**src/rtl/spi_byte_reg_decoder_pkg.sv**
```systemverilog
// Shared definitions for the SPI byte register decoder: FSM states and byte constants.
// No logic; types and constants only.
// Used by the decoder top and its register bank.
package spi_byte_reg_decoder_pkg;

    typedef enum logic [1:0] {
        ST_IDLE  = 2'd0,
        ST_CMD   = 2'd1,
        ST_WDATA = 2'd2,
        ST_RDATA = 2'd3
    } state_t;

    // Command byte bit selecting write (1) or read (0).
    localparam int CMD_WR_BIT = 7;

    // Byte presented to the SPI slave whenever no readback data is pending.
    localparam logic [7:0] TX_IDLE_BYTE = 8'h00;

endpackage

```
**src/rtl/spi_reg_bank.sv**
```systemverilog
// Register bank: REG_COUNT x 8-bit registers, one synchronous write port, combinational read.
// Latency: write lands at the clock edge; read data and range flag are combinational on addr.
// No backpressure: a write is accepted every cycle wr_en is high (dropped if addr out of range).
module spi_reg_bank #(
    parameter int         REG_COUNT = 8,
    parameter int         ADDR_W    = 3,
    parameter logic [7:0] RST_VAL   = 8'h00
) (
    input  logic                   clk,
    input  logic                   reset,
    input  logic                   wr_en,
    input  logic [ADDR_W-1:0]      addr,
    input  logic [7:0]             wr_data,
    output logic [7:0]             rd_data,
    output logic                   in_range,
    output logic [REG_COUNT*8-1:0] regs_flat
);

    logic [7:0] regs [REG_COUNT];

    // Addresses at or above REG_COUNT have no backing register.
    assign in_range = (int'(addr) < REG_COUNT);

    // Register storage; out-of-range writes match no register and are dropped.
    always_ff @(posedge clk) begin
        if (reset) begin
            for (int i = 0; i < REG_COUNT; i++) begin
                regs[i] <= RST_VAL;
            end
        end else if (wr_en && in_range) begin
            for (int i = 0; i < REG_COUNT; i++) begin
                if (addr == ADDR_W'(i)) begin
                    regs[i] <= wr_data;
                end
            end
        end
    end

    // Read mux; unmatched (out-of-range) addresses read back as zero.
    always_comb begin
        rd_data = 8'h00;
        for (int i = 0; i < REG_COUNT; i++) begin
            if (addr == ADDR_W'(i)) begin
                rd_data = regs[i];
            end
        end
    end

    // Flatten the bank so board logic can see every register at once.
    always_comb begin
        regs_flat = '0;
        for (int i = 0; i < REG_COUNT; i++) begin
            regs_flat[8*i +: 8] = regs[i];
        end
    end

endmodule

```
**src/rtl/spi_byte_reg_decoder.sv**
```systemverilog
// Parses SPI slave bytes into command frames (cmd + data) and reads/writes a register bank.
// Latency: rx_valid in cycle n updates registers / tx_byte / wr_strobe at the edge ending cycle n.
// No backpressure: every rx_valid byte is consumed; dropping ss_active aborts the frame at once.
module spi_byte_reg_decoder
    import spi_byte_reg_decoder_pkg::*;
#(
    parameter int         REG_COUNT = 8,
    parameter int         ADDR_W    = 3,
    parameter logic [7:0] RST_VAL   = 8'h00
) (
    input  logic                   CLOCK_Y2,
    input  logic                   RESET,
    input  logic                   ss_active,
    input  logic                   rx_valid,
    input  logic [7:0]             rx_byte,
    output logic [7:0]             tx_byte,
    output logic                   tx_load,
    output logic                   wr_strobe,
    output logic [ADDR_W-1:0]      wr_addr,
    output logic [REG_COUNT*8-1:0] regs_flat,
    output logic                   bad_addr,
    output logic                   LED1
);

    state_t              state, state_nxt;
    logic [ADDR_W-1:0]   addr;
    logic [ADDR_W-1:0]   bank_addr;
    logic [7:0]          rd_data;
    logic                in_range;
    logic                bank_wr_en;

    // While the command byte arrives the bank is addressed straight from it, so a read
    // can fetch its first byte in the same cycle the command is received.
    assign bank_addr  = (state == ST_CMD) ? rx_byte[ADDR_W-1:0] : addr;
    assign bank_wr_en = ss_active && rx_valid && (state == ST_WDATA);

    spi_reg_bank #(
        .REG_COUNT (REG_COUNT),
        .ADDR_W    (ADDR_W),
        .RST_VAL   (RST_VAL)
    ) u_bank (
        .clk       (CLOCK_Y2),
        .reset     (RESET),
        .wr_en     (bank_wr_en),
        .addr      (bank_addr),
        .wr_data   (rx_byte),
        .rd_data   (rd_data),
        .in_range  (in_range),
        .regs_flat (regs_flat)
    );

    assign LED1 = regs_flat[0];

    // State register.
    always_ff @(posedge CLOCK_Y2) begin
        if (RESET) begin
            state <= ST_IDLE;
        end else begin
            state <= state_nxt;
        end
    end

    // Next-state: deselect wins everywhere; the command byte picks the frame direction.
    always_comb begin
        state_nxt = state;
        if (!ss_active) begin
            state_nxt = ST_IDLE;
        end else begin
            case (state)
                ST_IDLE:  state_nxt = ST_CMD;
                ST_CMD:   if (rx_valid) state_nxt = rx_byte[CMD_WR_BIT] ? ST_WDATA : ST_RDATA;
                default:  state_nxt = state;
            endcase
        end
    end

    // Address counter, transmit path, write strobe and sticky out-of-range flag.
    always_ff @(posedge CLOCK_Y2) begin
        if (RESET) begin
            addr      <= '0;
            tx_byte   <= TX_IDLE_BYTE;
            tx_load   <= 1'b0;
            wr_strobe <= 1'b0;
            wr_addr   <= '0;
            bad_addr  <= 1'b0;
        end else begin
            tx_load   <= 1'b0;
            wr_strobe <= 1'b0;
            if (!ss_active) begin
                tx_byte <= TX_IDLE_BYTE;
            end else begin
                case (state)
                    ST_IDLE: begin
                        tx_byte <= TX_IDLE_BYTE;
                        tx_load <= 1'b1;
                    end
                    ST_CMD: begin
                        if (rx_valid) begin
                            if (rx_byte[CMD_WR_BIT]) begin
                                addr <= bank_addr;
                            end else begin
                                tx_byte <= rd_data;
                                tx_load <= 1'b1;
                                addr    <= bank_addr + 1'b1;
                                if (!in_range) bad_addr <= 1'b1;
                            end
                        end
                    end
                    ST_WDATA: begin
                        if (rx_valid) begin
                            if (in_range) begin
                                wr_strobe <= 1'b1;
                                wr_addr   <= addr;
                            end else begin
                                bad_addr <= 1'b1;
                            end
                            addr <= addr + 1'b1;
                        end
                    end
                    default: begin
                        if (rx_valid) begin
                            tx_byte <= rd_data;
                            tx_load <= 1'b1;
                            addr    <= addr + 1'b1;
                            if (!in_range) bad_addr <= 1'b1;
                        end
                    end
                endcase
            end
        end
    end

endmodule

```
**config.mk**
```make
export PLATFORM = sky130hd
export DESIGN_NAME = spi_byte_reg_decoder
export DESIGN_NICKNAME = d
export VERILOG_FILES = /design/src/rtl/spi_byte_reg_decoder_pkg.sv /design/src/rtl/spi_reg_bank.sv /design/src/rtl/spi_byte_reg_decoder.sv
export SDC_FILE = /design/constraint.sdc
export NUM_CORES = 1
export LEC_CHECK = 0
export BUFFER_PORTS_ARGS = -buffer_cell sky130_fd_sc_hd__clkbuf_2
export CAP_MARGIN = 20
export CORE_MARGIN = 4
export CORE_UTILIZATION = 58
export DETAILED_ROUTE_END_ITERATION = 12
export PLACE_DENSITY = 0.85
export SYNTH_ARGS = -nofsm -noshare
export SYNTH_HDL_FRONTEND = slang
export SYNTH_SLANG_ARGS = --single-unit
export TNS_END_PERCENT = 10
```
**constraint.sdc**
```tcl
create_clock -name CLOCK_Y2 -period 6.47 [get_ports CLOCK_Y2]
set_input_delay 1.294 -clock CLOCK_Y2 [delete_from_list [all_inputs] [get_ports CLOCK_Y2]]
set_output_delay 1.294 -clock CLOCK_Y2 [all_outputs]
set_load 0.05 [all_outputs]
```
==> flow_summary.toml <==
[status]
status = "finished, final reports clean"

[final_layout]
area_growth_pct = 17.2
seq_area_um2 = 2280
fillers = 484
num-nets-final = 464
layout-drive-gt1-share_pct = 25.4
finalNonFillerCells = 529
n_antenna_cell = 0
multi_input_area_um2 = 1500

[clock_tree]
cts_max_level = 3
cts_resized = 0
cts_max_path_buffers = 2
cts_num_sinks = 82
cts_tree = "done"
cts-root-buf = "clkbuf_8"
worstSkewPairLatency_ns = 0.35
post_cts_buffers = 0
clk_pin_slew_worst_paths_ns = 0.09
cts-buffers-inserted = 9
hold_buffers = 0

[routing]
wire_per_inst_um = 21.2
ant_nets = 0
drt_wl_total_mm = 11.2
drc_errors = 0
drt-initial-drc-count = 345
viasPerCell = 6.32
vias = 3343
first_pass_iters = 5

[worst_setup_path]
cp.required_ns = 6.46
rr_startpoint = "state[0]"
rr_worst_depth = 5
crit_fanout = 25
cpPeakStageDelay_ns = 0.78
critPathLaunchType = "input port"
r2r-end = "u_bank.regs[1][19]"
timing.critical_path.buf_inv = 1
r2r_slack_ns = 2.97
crit_chain = "clkbuf_2 > mux2i_1 > ha_1 > nand2_1 > o21bai_1"
critical_path_arrival_ns = 3.55
critPathCaptureType = "flip-flop"
slowest_stage = "ha_1"
critical_path.startpoint = "rx_byte[0]"
crit_family = "adder cells"
path_class = "input port to flip-flop"

[timing]
fin_hold_ws_ns = 0.457
worst-slew-pin-transition_ns = 0.868
finClkSkew_ns = 0.00780
relSlewSlack_pct = 42.2
fin_crit_ns = 3.56
setup_ws_ns = 2.91
slew_viol_final = 0
rsz0062_at_grt = "no"
post-route-period-util_pct = 55.0
hold_viol = 0
max_freq_mhz = 281
setup_tns_ns = 0
setup_violations = 0

[global_routing]
antenna_found_initial = 0
grt_pass1_vias = 3167
grt_pass1_wl_mm = 17.4
grt_use_total_pct = 27.5
grt_max_degree = 43
grt-ovfl-total = 0

[power]
internal_power_mw = 0.898
swShare_pct = 29.0
ir_drop_mv = 0.181
p_comb_share_pct = 16.0
p_leak_nw = 1.90
clock_power_share_pct = 36.1
power_density_nw_per_um2 = 272
seq_power_share_pct = 47.9
switching_power_mw = 0.368

[synthesis]
synthFlopType = "edfxtp_1"
syn_area_per_cell_um2 = 10.8
netlist_top_cells_area = "edfxtp_1 48%, dfxtp_1 9.1%, nor2_1 5.9%"
yosys-top-cells-count = "64 x edfxtp_1, 62 x nor2_1, 26 x nand2b_1"
netlist_area_um2 = 3970
synth_cell_types = 48
async_reset_ff_share_pct = 0
synth_most_common_cell = "edfxtp_1"
synth_cells = 368
synth_edf_count = 64
ys_warn_count = 0
yosys.area.top_type = "edfxtp_1"
seq_area_frac_synth_pct = 57.6
ys_ff_latch = 82
synth_top_area_share_pct = 48.5
syn_nets = 385

[min_path]
min_from = "wr_addr[0]"
worstHoldPathType = "flip-flop to flip-flop"
whs_path_depth = 2
hold_end = "wr_addr[0]"

[flow_run]
cap_violations = 0

[floorplanning]
core_um2 = 6490
ios = 91
die-area_um2 = 8220
die_y_um = 90.7
die_x_um = 90.7
start_util_pct = 61.0
core.rowCount = 29

[placed_design]
numPortBuffers = 89
place_inst = 513
dp_hpwl_mm = 7.95
dp_slack_ns = 2.70
gp_congestion = 0.863
sequential cells by signal, indices dropped and copies added, names as in the netlist:
| register | count |
|---|---|
| addr | 3 |
| u_bank.regs | 64 |
| tx_load | 1 |
| state | 2 |
| tx_byte | 8 |
| wr_addr | 3 |
| wr_strobe | 1 |
cell type report:
| cell class | count | area share [%] |
|---|---|---|
| clock buffer | 10 | 2.75 |
| clock inverter | 6 | 2.48 |
| inverter | 21 | 1.70 |
| multi-input combinational | 243 | 32.2 |
| sequential | 82 | 49.1 |
| tap | 77 | 2.07 |
| timing repair buffer | 90 | 9.74 |
worst register-to-register path, delay by kind of cell, from the launching register on:
family	cells	cell delay, ns
AO/OA/AOI/OAI	1	0.72
adder cells (fa/ha/maj)	1	0.78
flip-flops	1	0.59
multiplexers	1	0.33
AND/OR/NAND/NOR	2	0.73
cells by family after synthesis:
kind of cell	Yosys count	synth area share, %
simple gates	138	17.5
compound gates	93	16.7
flops	82	57.6
buf+inv	43	4.73
fa+ha+maj	5	1.58
mux	5	1.58
other cells	1	0.0946
xor+xnor	1	0.221
power by group through the flow:
stage / Clock [mW] / Combinational (mW) / Sequential (mW)
floorplan: 0 / 0.0852 / 0.680
global placement: 0 / 0.194 / 0.617
detailed placement: 0 / 0.198 / 0.618
CTS: 0.457 / 0.200 / 0.606
global route: 0.484 / 0.213 / 0.609
finish: 0.456 / 0.202 / 0.607
routing by layer:
layer  vias up  track usage, %  routed length [um]
met5         -               0                   0
met4         0            11.0                 308
met3        28            5.08                1110
met2       228            43.7                5430
met1      1593            37.4                4360
li1       1494               -                   -
through the flow:
| step | total power, mW | instance area [um^2] | utilization [%] |
|---|---|---|---|
| after floorplan | 0.765 | 3970 | - |
| after global placement | 0.812 | 4410 | 67.8 |
| after detailed placement | 0.816 | 4410 | 67.8 |
| after CTS | 1.26 | 4650 | 71.6 |
| after global routing | 1.31 | 4650 | 71.6 |
| final | 1.27 | 4650 | 71.6 |
worst max-delay path by stage:
stage | endpoint | slack [ns] | cells after the start
after global placement | u_bank.regs[1][19] | 2.82 | 5
after CTS | u_bank.regs[1][18] | 3.04 | 5
after floorplan | u_bank.regs[0][24] | 3.25 | 7
after global routing | u_bank.regs[1][16] | 2.81 | 5
after detailed placement | u_bank.regs[1][22] | 2.70 | 5
final | u_bank.regs[1][19] | 2.91 | 5
layout by cell type (no fill, tap or decap), types with 4 or more instances in the layout:
cell type and count:
a211oi_1 8, a21o_1 4, a21oi_1 24, a221oi_1 6
a22oi_1 12, clkbuf_2 89, clkbuf_8 9, dfxtp_1 18
edfxtp_1 64, ha_1 5, inv_1 19, mux2i_1 4
nand2_1 16, nand2b_1 26, nand3_1 6, nor2_1 62
nor2b_1 11, o21ai_0 9, o221ai_1 6, o22a_1 5
o32ai_1 6, or3_1 6
No activity file was read; power rests on OpenSTA's default activity.
